**config.mk**
```make
export PLATFORM = sky130hd
export DESIGN_NAME = xnor_line_decoder_flat
export DESIGN_NICKNAME = d
export VERILOG_FILES = /design/src/rtl/xnor_line_decoder_pkg.sv /design/src/rtl/xnor_line_decoder_if.sv /design/src/rtl/xnor_line_decoder_bit_recover.sv /design/src/rtl/xnor_line_decoder.sv /design/src/flat_wrapper.sv
export SDC_FILE = /design/constraint.sdc
export NUM_CORES = 1
export LEC_CHECK = 0
export CAP_MARGIN = 40
export CELL_PAD_IN_SITES_DETAIL_PLACEMENT = 1
export CELL_PAD_IN_SITES_GLOBAL_PLACEMENT = 1
export CORE_ASPECT_RATIO = 2
export CORE_MARGIN = 4
export CORE_UTILIZATION = 42
export CTS_CLUSTER_SIZE = 40
export DETAILED_ROUTE_END_ITERATION = 8
export GPL_ROUTABILITY_DRIVEN = 0
export PLACE_DENSITY_LB_ADDON = 0.1
export RECOVER_POWER = 50
export SYNTH_ARGS = -nofsm -noshare
export SYNTH_HDL_FRONTEND = slang
export SYNTH_HIERARCHICAL = 1
export SYNTH_SLANG_ARGS = --single-unit
```
**constraint.sdc**
```tcl
create_clock -name clk -period 2.4 [get_ports clk]
set_clock_uncertainty 0.15 [all_clocks]
set_input_delay 0.48 -clock clk [delete_from_list [all_inputs] [get_ports clk]]
set_output_delay 0.48 -clock clk [all_outputs]
set_load 0.01 [all_outputs]
```
**src/rtl/xnor_line_decoder_pkg.sv**
```systemverilog
// xnor_line_pkg: shared state encoding and the XNOR line-recovery function
// for the XNOR serial line decoder and its loopback checker.
package xnor_line_pkg;

  typedef enum logic [1:0] {
    ST_IDLE   = 2'd0,
    ST_DATA   = 2'd1,
    ST_PARITY = 2'd2,
    ST_STOP   = 2'd3
  } state_t;

  // Transmitter sends line = ~(d ^ prev); invert that relation.
  function automatic logic xnor_bit(
    input logic line,
    input logic prev
  );
    return ~(line ^ prev);
  endfunction

endpackage

```
**src/rtl/xnor_line_decoder_if.sv**
```systemverilog
// Word-side handshake bundle of the XNOR line decoder.
// parity_err exists only when PARITY_CHECK_EN is defined.
interface xnor_line_decoder_if #(
  parameter int DATA_W = 8
);
  logic [DATA_W-1:0] data_out;
  logic              out_valid;
  logic              out_ready;
  logic              frame_err;
  logic              overrun;
`ifdef PARITY_CHECK_EN
  logic              parity_err;
`endif

  modport master (
`ifdef PARITY_CHECK_EN
    output parity_err,
`endif
    output data_out,
    output out_valid,
    output frame_err,
    output overrun,
    input  out_ready
  );

  modport slave (
`ifdef PARITY_CHECK_EN
    input  parity_err,
`endif
    input  data_out,
    input  out_valid,
    input  frame_err,
    input  overrun,
    output out_ready
  );
endinterface

```
**src/rtl/xnor_line_decoder_bit_recover.sv**
```systemverilog
// xnor_bit_recover: holds the previous line level and turns each strobed
// line sample into a decoded bit (shared with the encoder loopback checker).
module xnor_bit_recover
  import xnor_line_pkg::*;
#(
  parameter logic IDLE_LEVEL = 1'b1
) (
  input  logic clk,
  input  logic reset,
  input  logic line_in,
  input  logic line_stb,
  output logic bit_val,
  output logic bit_stb
);

  logic prev_line;

  always_ff @(posedge clk or posedge reset) begin
    if (reset) begin
      prev_line <= IDLE_LEVEL;
    end else if (line_stb) begin
      prev_line <= line_in;
    end
  end

  assign bit_val = xnor_bit(line_in, prev_line);
  assign bit_stb = line_stb;

endmodule

```
**src/rtl/xnor_line_decoder.sv**
```systemverilog
// xnor_line_decoder: frames XNOR-decoded bits into start/data/stop words.
// Define PARITY_CHECK_EN to add an even-parity bit between data and stop.
module xnor_line_decoder
  import xnor_line_pkg::*;
#(
  parameter int   DATA_W     = 8,
  parameter logic IDLE_LEVEL = 1'b1
) (
  input  logic clk,
  input  logic reset,
  input  logic line_in,
  input  logic line_stb,
  xnor_line_decoder_if.master out_if
);

  localparam int CNT_W =
    (DATA_W > 2) ? $clog2(DATA_W) : 1;
  localparam logic [CNT_W-1:0] LAST =
    CNT_W'(DATA_W - 1);

  logic bit_val;
  logic bit_stb;

  state_t state;
  state_t state_nxt;

  logic [CNT_W-1:0]  bit_cnt;
  logic [CNT_W-1:0]  cnt_nxt;
  logic [DATA_W-1:0] shift;
  logic [DATA_W-1:0] shift_nxt;
  logic [DATA_W-1:0] data_q;
  logic [DATA_W-1:0] data_nxt;
  logic              valid_q;
  logic              valid_nxt;
  logic              ferr_q;
  logic              ferr_nxt;
  logic              ovr_q;
  logic              ovr_nxt;
  logic              word_done;
`ifdef PARITY_CHECK_EN
  logic              perr_q;
  logic              perr_nxt;
`endif

  xnor_bit_recover #(
    .IDLE_LEVEL(IDLE_LEVEL)
  ) u_recover (
    .clk     (clk),
    .reset   (reset),
    .line_in (line_in),
    .line_stb(line_stb),
    .bit_val (bit_val),
    .bit_stb (bit_stb)
  );

  always_ff @(posedge clk or posedge reset) begin
    if (reset) begin
      state <= ST_IDLE;
    end else begin
      state <= state_nxt;
    end
  end

  always_comb begin
    state_nxt = state;
    cnt_nxt   = bit_cnt;
    shift_nxt = shift;
    data_nxt  = data_q;
    valid_nxt = valid_q;
    ferr_nxt  = 1'b0;
    ovr_nxt   = 1'b0;
    word_done = 1'b0;
`ifdef PARITY_CHECK_EN
    perr_nxt  = 1'b0;
`endif

    if (valid_q && out_if.out_ready) begin
      valid_nxt = 1'b0;
    end

    if (bit_stb) begin
      unique case (state)
        ST_IDLE: begin
          if (!bit_val) begin
            state_nxt = ST_DATA;
            cnt_nxt   = '0;
          end
        end
        ST_DATA: begin
          shift_nxt[bit_cnt] = bit_val;
          if (bit_cnt == LAST) begin
`ifdef PARITY_CHECK_EN
            state_nxt = ST_PARITY;
`else
            state_nxt = ST_STOP;
`endif
          end else begin
            cnt_nxt = bit_cnt + 1'b1;
          end
        end
        ST_PARITY: begin
`ifdef PARITY_CHECK_EN
          // Even parity across data plus parity bit.
          if (bit_val == ^shift) begin
            state_nxt = ST_STOP;
          end else begin
            perr_nxt  = 1'b1;
            state_nxt = ST_IDLE;
          end
`else
          state_nxt = ST_IDLE;
`endif
        end
        ST_STOP: begin
          // A bad stop bit is never reused as a start bit.
          state_nxt = ST_IDLE;
          if (bit_val) begin
            word_done = 1'b1;
          end else begin
            ferr_nxt = 1'b1;
          end
        end
        default: begin
          state_nxt = ST_IDLE;
        end
      endcase
    end

    if (word_done) begin
      if (!valid_q || out_if.out_ready) begin
        data_nxt  = shift;
        valid_nxt = 1'b1;
      end else begin
        ovr_nxt = 1'b1;
      end
    end
  end

  always_ff @(posedge clk or posedge reset) begin
    if (reset) begin
      bit_cnt <= '0;
      shift   <= '0;
      data_q  <= '0;
      valid_q <= 1'b0;
      ferr_q  <= 1'b0;
      ovr_q   <= 1'b0;
`ifdef PARITY_CHECK_EN
      perr_q  <= 1'b0;
`endif
    end else begin
      bit_cnt <= cnt_nxt;
      shift   <= shift_nxt;
      data_q  <= data_nxt;
      valid_q <= valid_nxt;
      ferr_q  <= ferr_nxt;
      ovr_q   <= ovr_nxt;
`ifdef PARITY_CHECK_EN
      perr_q  <= perr_nxt;
`endif
    end
  end

  assign out_if.data_out   = data_q;
  assign out_if.out_valid  = valid_q;
  assign out_if.frame_err  = ferr_q;
  assign out_if.overrun    = ovr_q;
`ifdef PARITY_CHECK_EN
  assign out_if.parity_err = perr_q;
`endif

endmodule

```
**src/flat_wrapper.sv**
```systemverilog
// flat-port wrapper written by rule: the top's interface ports become plain ports
module xnor_line_decoder_flat import xnor_line_pkg::*;
#(
  parameter int   DATA_W     = 8,
  parameter logic IDLE_LEVEL = 1'b1
)
  (clk, reset, line_in, line_stb, out_if_data_out, out_if_out_valid, out_if_frame_err, out_if_overrun, out_if_out_ready);
  xnor_line_decoder_if #(.DATA_W(DATA_W)) out_if_i ();
  input  logic clk;
  input  logic reset;
  input  logic line_in;
  input  logic line_stb;
  output wire logic [$bits(out_if_i.data_out)-1:0] out_if_data_out;
  output wire logic [$bits(out_if_i.out_valid)-1:0] out_if_out_valid;
  output wire logic [$bits(out_if_i.frame_err)-1:0] out_if_frame_err;
  output wire logic [$bits(out_if_i.overrun)-1:0] out_if_overrun;
  input wire logic [$bits(out_if_i.out_ready)-1:0] out_if_out_ready;
  assign out_if_data_out = out_if_i.data_out;
  assign out_if_out_valid = out_if_i.out_valid;
  assign out_if_frame_err = out_if_i.frame_err;
  assign out_if_overrun = out_if_i.overrun;
  assign out_if_i.out_ready = out_if_out_ready;
  xnor_line_decoder #(.DATA_W(DATA_W), .IDLE_LEVEL(IDLE_LEVEL)) u_core (.clk(clk), .reset(reset), .line_in(line_in), .line_stb(line_stb), .out_if(out_if_i));
endmodule
```
# Word level (Yosys, flattened, before mapping)
# Cells that the tools add are included.
[word_totals] output_inout_bits=11 inputBits=5 reg_bits=25
[classes] n_eq_ne=7 n_addsub=1 magnitude_cmp=2 bitwise_logic=2 n_reduce_logical=11 muxes=20
[ops] op="2-to-1 mux 1 bit" count=12
[ops] op="bitwise mux 8 bit" count=1
[ops] op="2-to-1 mux 3 bit" count=2
[ops] op="one-hot mux 2 bit (3 select lines)" count=1
[ops] op="one-hot mux 3 bit (2 select lines)" count=1
[ops] op="== test 2 bit (second input constant)" count=2
[ops] op="< comparator 3 x 4 -> 1 bit (second input constant)" count=1
[ops] op="2-to-1 mux 2 bit" count=2
[ops] op="inequality test 2 x 1 -> 1 bit (second input constant)" count=2
[ops] op="AND reduction 2 bit" count=2
[ops] op="AND reduction 4 bit" count=1
[ops] op="adder 3 x 1 -> 3 bit (second input constant)" count=1
[ops] op="demux 1 bit (select 3 bit)" count=1
[ops] op="== test 3 bit (second input constant)" count=1
[ops] op=">= comparator 3 x 1 -> 1 bit (second input constant)" count=1
[ops] op="AND reduction 3 bit" count=1
[ops] op="== test 2 x 1 -> 1 bit (second input constant)" count=1
[ops] op="logical AND 1 bit" count=2
[ops] op="zero test 2 bit" count=1
[ops] op="inequality test 2 bit (second input constant)" count=1
[ops] op="nonzero test 2 bit" count=1
[ops] op="OR reduction 2 bit" count=1
[ops] op="zero test 1 bit" count=1
[ops] op="logical OR 1 bit" count=1
[ops] op="other kinds (2)" count=2

# Depth between registers and ports, before layout
[logic_depth] depth_word=5 ltp_mapped=6 depth_no_buf=5

# By module
# Netlist, hierarchy kept.
[by_module_without_submodules] mod="xnor_line_decoder" area_each_um2=1059.8 cells_per_inst=83 seq_area_each_um2=600.6 n_inst=1
[by_module_without_submodules] mod="xnor_bit_recover" area_each_um2=61.3 cells_per_inst=5 seq_area_each_um2=26.3 n_inst=1

# Worst setup path after synthesis
# OpenSTA, ideal clock, no wires.
[synth_timing] path_kind="register to register" from="register u_core.u_recover.prev_line" to="register u_core.bit_cnt[0]" setup_time_ps=128 arrival_time_ps=1458 path_slack_ps=664 stages_incl_launch_ff=6 required_ps=2122 synth_period_minus_slack_ps=1736 path_cell_list="dfstp_2 > xnor2_1 > buf_2 > inv_2 > o2111ai_2 > mux2_1"
[synth_between] elab_chain_len=3
[synth_rtl] element="from (decl)" line_no="xnor_line_decoder_bit_recover.sv:16" source="logic prev_line;"
[synth_rtl] element="from (signal assigned)" line_no="xnor_line_decoder_bit_recover.sv:22" source="prev_line <= line_in;"
[synth_rtl] element="XOR 1 bit" line_no="xnor_line_decoder_pkg.sv:17" source="return ~(line ^ prev);"
[synth_rtl] element="inequality test 2 x 1 -> 1 bit (no line)"
[synth_rtl] element="AND reduction 4 bit (no line)"
[synth_rtl] element="to (signal assigned)" line_no="xnor_line_decoder.sv:151" source="bit_cnt <= cnt_nxt;"
[synth_rtl] element="to (decl)" line_no="xnor_line_decoder.sv:27" source="logic [CNT_W-1:0] bit_cnt;"
# No other way between the ends.
# A chain may end at the register's enable or synchronous reset.

# Final worst setup path
[layout_timing] from="input line_stb" to="register u_core.data_q[4], in the netlist u_core/out_if.data_out[4]"
[layout_between] elab_chain_len=2
[layout_rtl] element="from (decl)" line_no="flat_wrapper.sv:12" source="input logic line_stb;"
[layout_rtl] element="2-to-1 mux 1 bit" line_no="xnor_line_decoder.sv:81" source="if (bit_stb) begin"
[layout_rtl] element="AND reduction 2 bit (no line)"
[layout_rtl] element="to (signal assigned)" line_no="xnor_line_decoder.sv:153" source="data_q <= data_nxt;"
[layout_rtl] element="to (decl)" line_no="xnor_line_decoder.sv:31" source="logic [DATA_W-1:0] data_q;"
# No other way between the ends.

==> summary.md <==
| Metric | Value |
|---|---|
| Outcome | complete, no violations |
| Max_cap viols | 0 |
| Pwr dens | 1060 nW/µm² |
| Worst rel slew slack | 0.775 |
| Setup CP Type | input pin to register |
| Final count of hold timing violations | 0 |
| Synth top area share | 0.536 |
| Synthesized area | 1120 µm² |
| HPWL after DPL | 1510 µm |
| Ports | 16 |
| Crit Path Max Fanout | 8 |
| Die area | 3610 µm² |
| Fmax | 0.495 GHz |
| WP data required | 2.39 ns |
| Sequential-to-total area share from yosys stat | 0.559 |
| Antenna-violating nets left | 0 |
| Vias in the first global route | 736 |
| Setup violations, final | 0 |
| Slew Limit Fails | 0 |
| Mapped Nets | 95 |
| Setup crit end kind | register |
| CTS tree | done |
| FFs w/ async S/R, synth | 1.00 |
| Synth area leaders | dfrtp_1, mux2_1, nand4_1 |
| CP arrival | 2.02 ns |
| Total wire length | 1910 µm |
| Cts-stage hold buffer count | 0 |
| Synth Warn # | 6 |
| Ratio of cells with drive above 1 in the final layout | 0.121 |
| Total GRT Usage | 0.133 |
| CTS Buf Count | 3 |
| Distinct cells, synth | 25 |
| Largest net degree at the start of global routing | 25 |
| Input/output buffers | 15 |
| Starting Density | 0.436 |
| Chip Width | 44.5 µm |
| FF+latch count, synth | 25 |
| Number of diodes | 0 |
| CTS sink cnt | 25 |
| Initial antenna violation count | 0 |
| Root buf cell | clkbuf_8 |
| DRC violations left | 0 |
| Slew at the pin closest to its max-slew limit | 0.338 ns |
| GRT Residual Overflow | 0 |
| Synth area leader | dfrtp_1 |
| Number of DRC markers in iteration 0 | 18 |
| Unrepaired setup endpoints after global routing | false |
| H-Tree Depth | 1 |
| Final worst path period need | 2.02 ns |
| Core area | 2570 µm² |
| Worst vdd ir | 0.589 mV |
| Vias per Instance | 5.37 |
| Post-synthesis cell count | 88 |
| Final Util | 0.525 |
| Fillers | 292 |
| Placement Cell Area | 1310 µm² |
| Vias post-DR | 725 |
| P_leak | 0.623 nW |
| Design Area, Final | 1350 µm² |
| First-pass DRT Iterations | 2 |
| Die Y-Extent | 81.1 µm |
| Setup Buffers After CTS | 0 |
| Startpoint types | input pin |
| Post-DR wirelength/cell | 14.1 µm |
| Top-count cell post-synth | dfrtp_1 |
| Bufs on Longest Clock Path | 2 |
| Most used DFF post-synth | dfrtp_1 |
| Period utilization | 0.842 |
| Number of flops mapped to enable cells by yosys | 0 |
| Post-synth top cells | dfrtp_1, mux2_1, nand2_1 |
| P&R area growth vs syn | 20.4% |
| Average size of a mapped cell | 12.7 µm² |
| Hold Path Class | register to register |
| PostCTS Resize Cnt | 0 |
| Row cnt | 26 |
| Clock slew at reported path FFs | 0.09 ns |
| First-pass GRT wire length | 3500 µm |
| Nets@finish | 115 |
| Clk_lat worst skew | 0.27 ns |
| TNS Setup | 0 ns |
worst max-delay path: stages:
cell	delay [ns]
dlygate4sd3_1	0.69
nand4_1	0.19
nor2b_1	0.14
buf_4	0.18
mux2_1	0.34
where the power goes:
part	leakage [nW]	internal (mW)	switching, mW
combinational	0.281	0.267	0.211
clock	0.0255	0.116	0.126
sequential	0.317	0.579	0.126
logic make-up (layout without fill, tap and decap cells):
family | Yosys count | count (layout) | share of synthesized area
buffers and inverters | 11 | 30 | 0.0491
flip-flops | 25 | 25 | 0.559
XOR/XNOR | 1 | 1 | 0.00781
adder cells (fa/ha/maj) | 2 | 2 | 0.0223
multiplexers | 20 | 20 | 0.202
AND/OR/NAND/NOR | 25 | 25 | 0.133
AO/OA/AOI/OAI | 4 | 4 | 0.0268
through the flow:
stage | worst slack (ns) | cells | hold WS [ns] | power (mW)
after CTS | 0.351 | 135 | 0.341 | 1.46
after floorplan | 0.664 | 88 | 0.220 | 1.01
after detailed placement | 0.0612 | 131 | 0.327 | 1.21
after global placement | 0.113 | 131 | 0.318 | 1.19
after global routing | 0.230 | 135 | 0.367 | 1.56
final | 0.379 | 135 | 0.332 | 1.42
placed cells by master, fill, tap and decap left out, drive strengths merged, types with 2 or more instances in the layout:
master          n
mux2i           2
a21oi           2
mux2           18
nand2b          2
nand3           3
nand4           5
buf             3
clkdlybuf4s50  13
inv             6
nand2           6
dlygate4sd3     2
nor2            2
clkbuf          5
ha              2
dfrtp          24
and2b           2
sequential cells by signal (all words and copies together) (netlist names):
name and cells:
u_core/bit_cnt 3, u_core/out_if.data_out 8, u_core/out_if.frame_err 1, u_core/out_if.out_valid 1
u_core/out_if.overrun 1, u_core/shift 8, u_core/state 2, u_core/u_recover/prev_line 1
area by class of cell:
class / instances / area [µm²] / area share
clock buffer: 3 / 41.3 / 0.0306
clock inverter: 1 / 5.00 / 0.00371
inverter: 6 / 22.5 / 0.0167
multi-input combinational: 52 / 439 / 0.325
sequential: 25 / 627 / 0.464
tap: 28 / 35.0 / 0.0260
timing repair buffer: 20 / 180 / 0.133
path summary, 6_finish.rpt:
check	startpoint	cells after the start	slack, ns	end
max in group asynchronous	reset	3	1.28	u_core/out_if.data_out[5]
min in group asynchronous	reset	2	0.51	u_core/u_recover/prev_line
setup reg to reg	u_core/u_recover/prev_line	5	0.57	u_core/out_if.data_out[4]
setup / recovery	line_stb	5	0.38	u_core/out_if.data_out[4]
hold / removal	u_core/shift[3]	1	0.33	u_core/out_if.data_out[3]
hold reg to reg	u_core/shift[3]	1	0.33	u_core/out_if.data_out[3]
layer usage:
layer  part of all wire  track usage
met3              0.036       0.0200
met2               0.55        0.229
met4              0.024       0.0725
met5                  0            0
met1               0.39        0.150
Note: power is estimated with default switching activity, not from simulation.
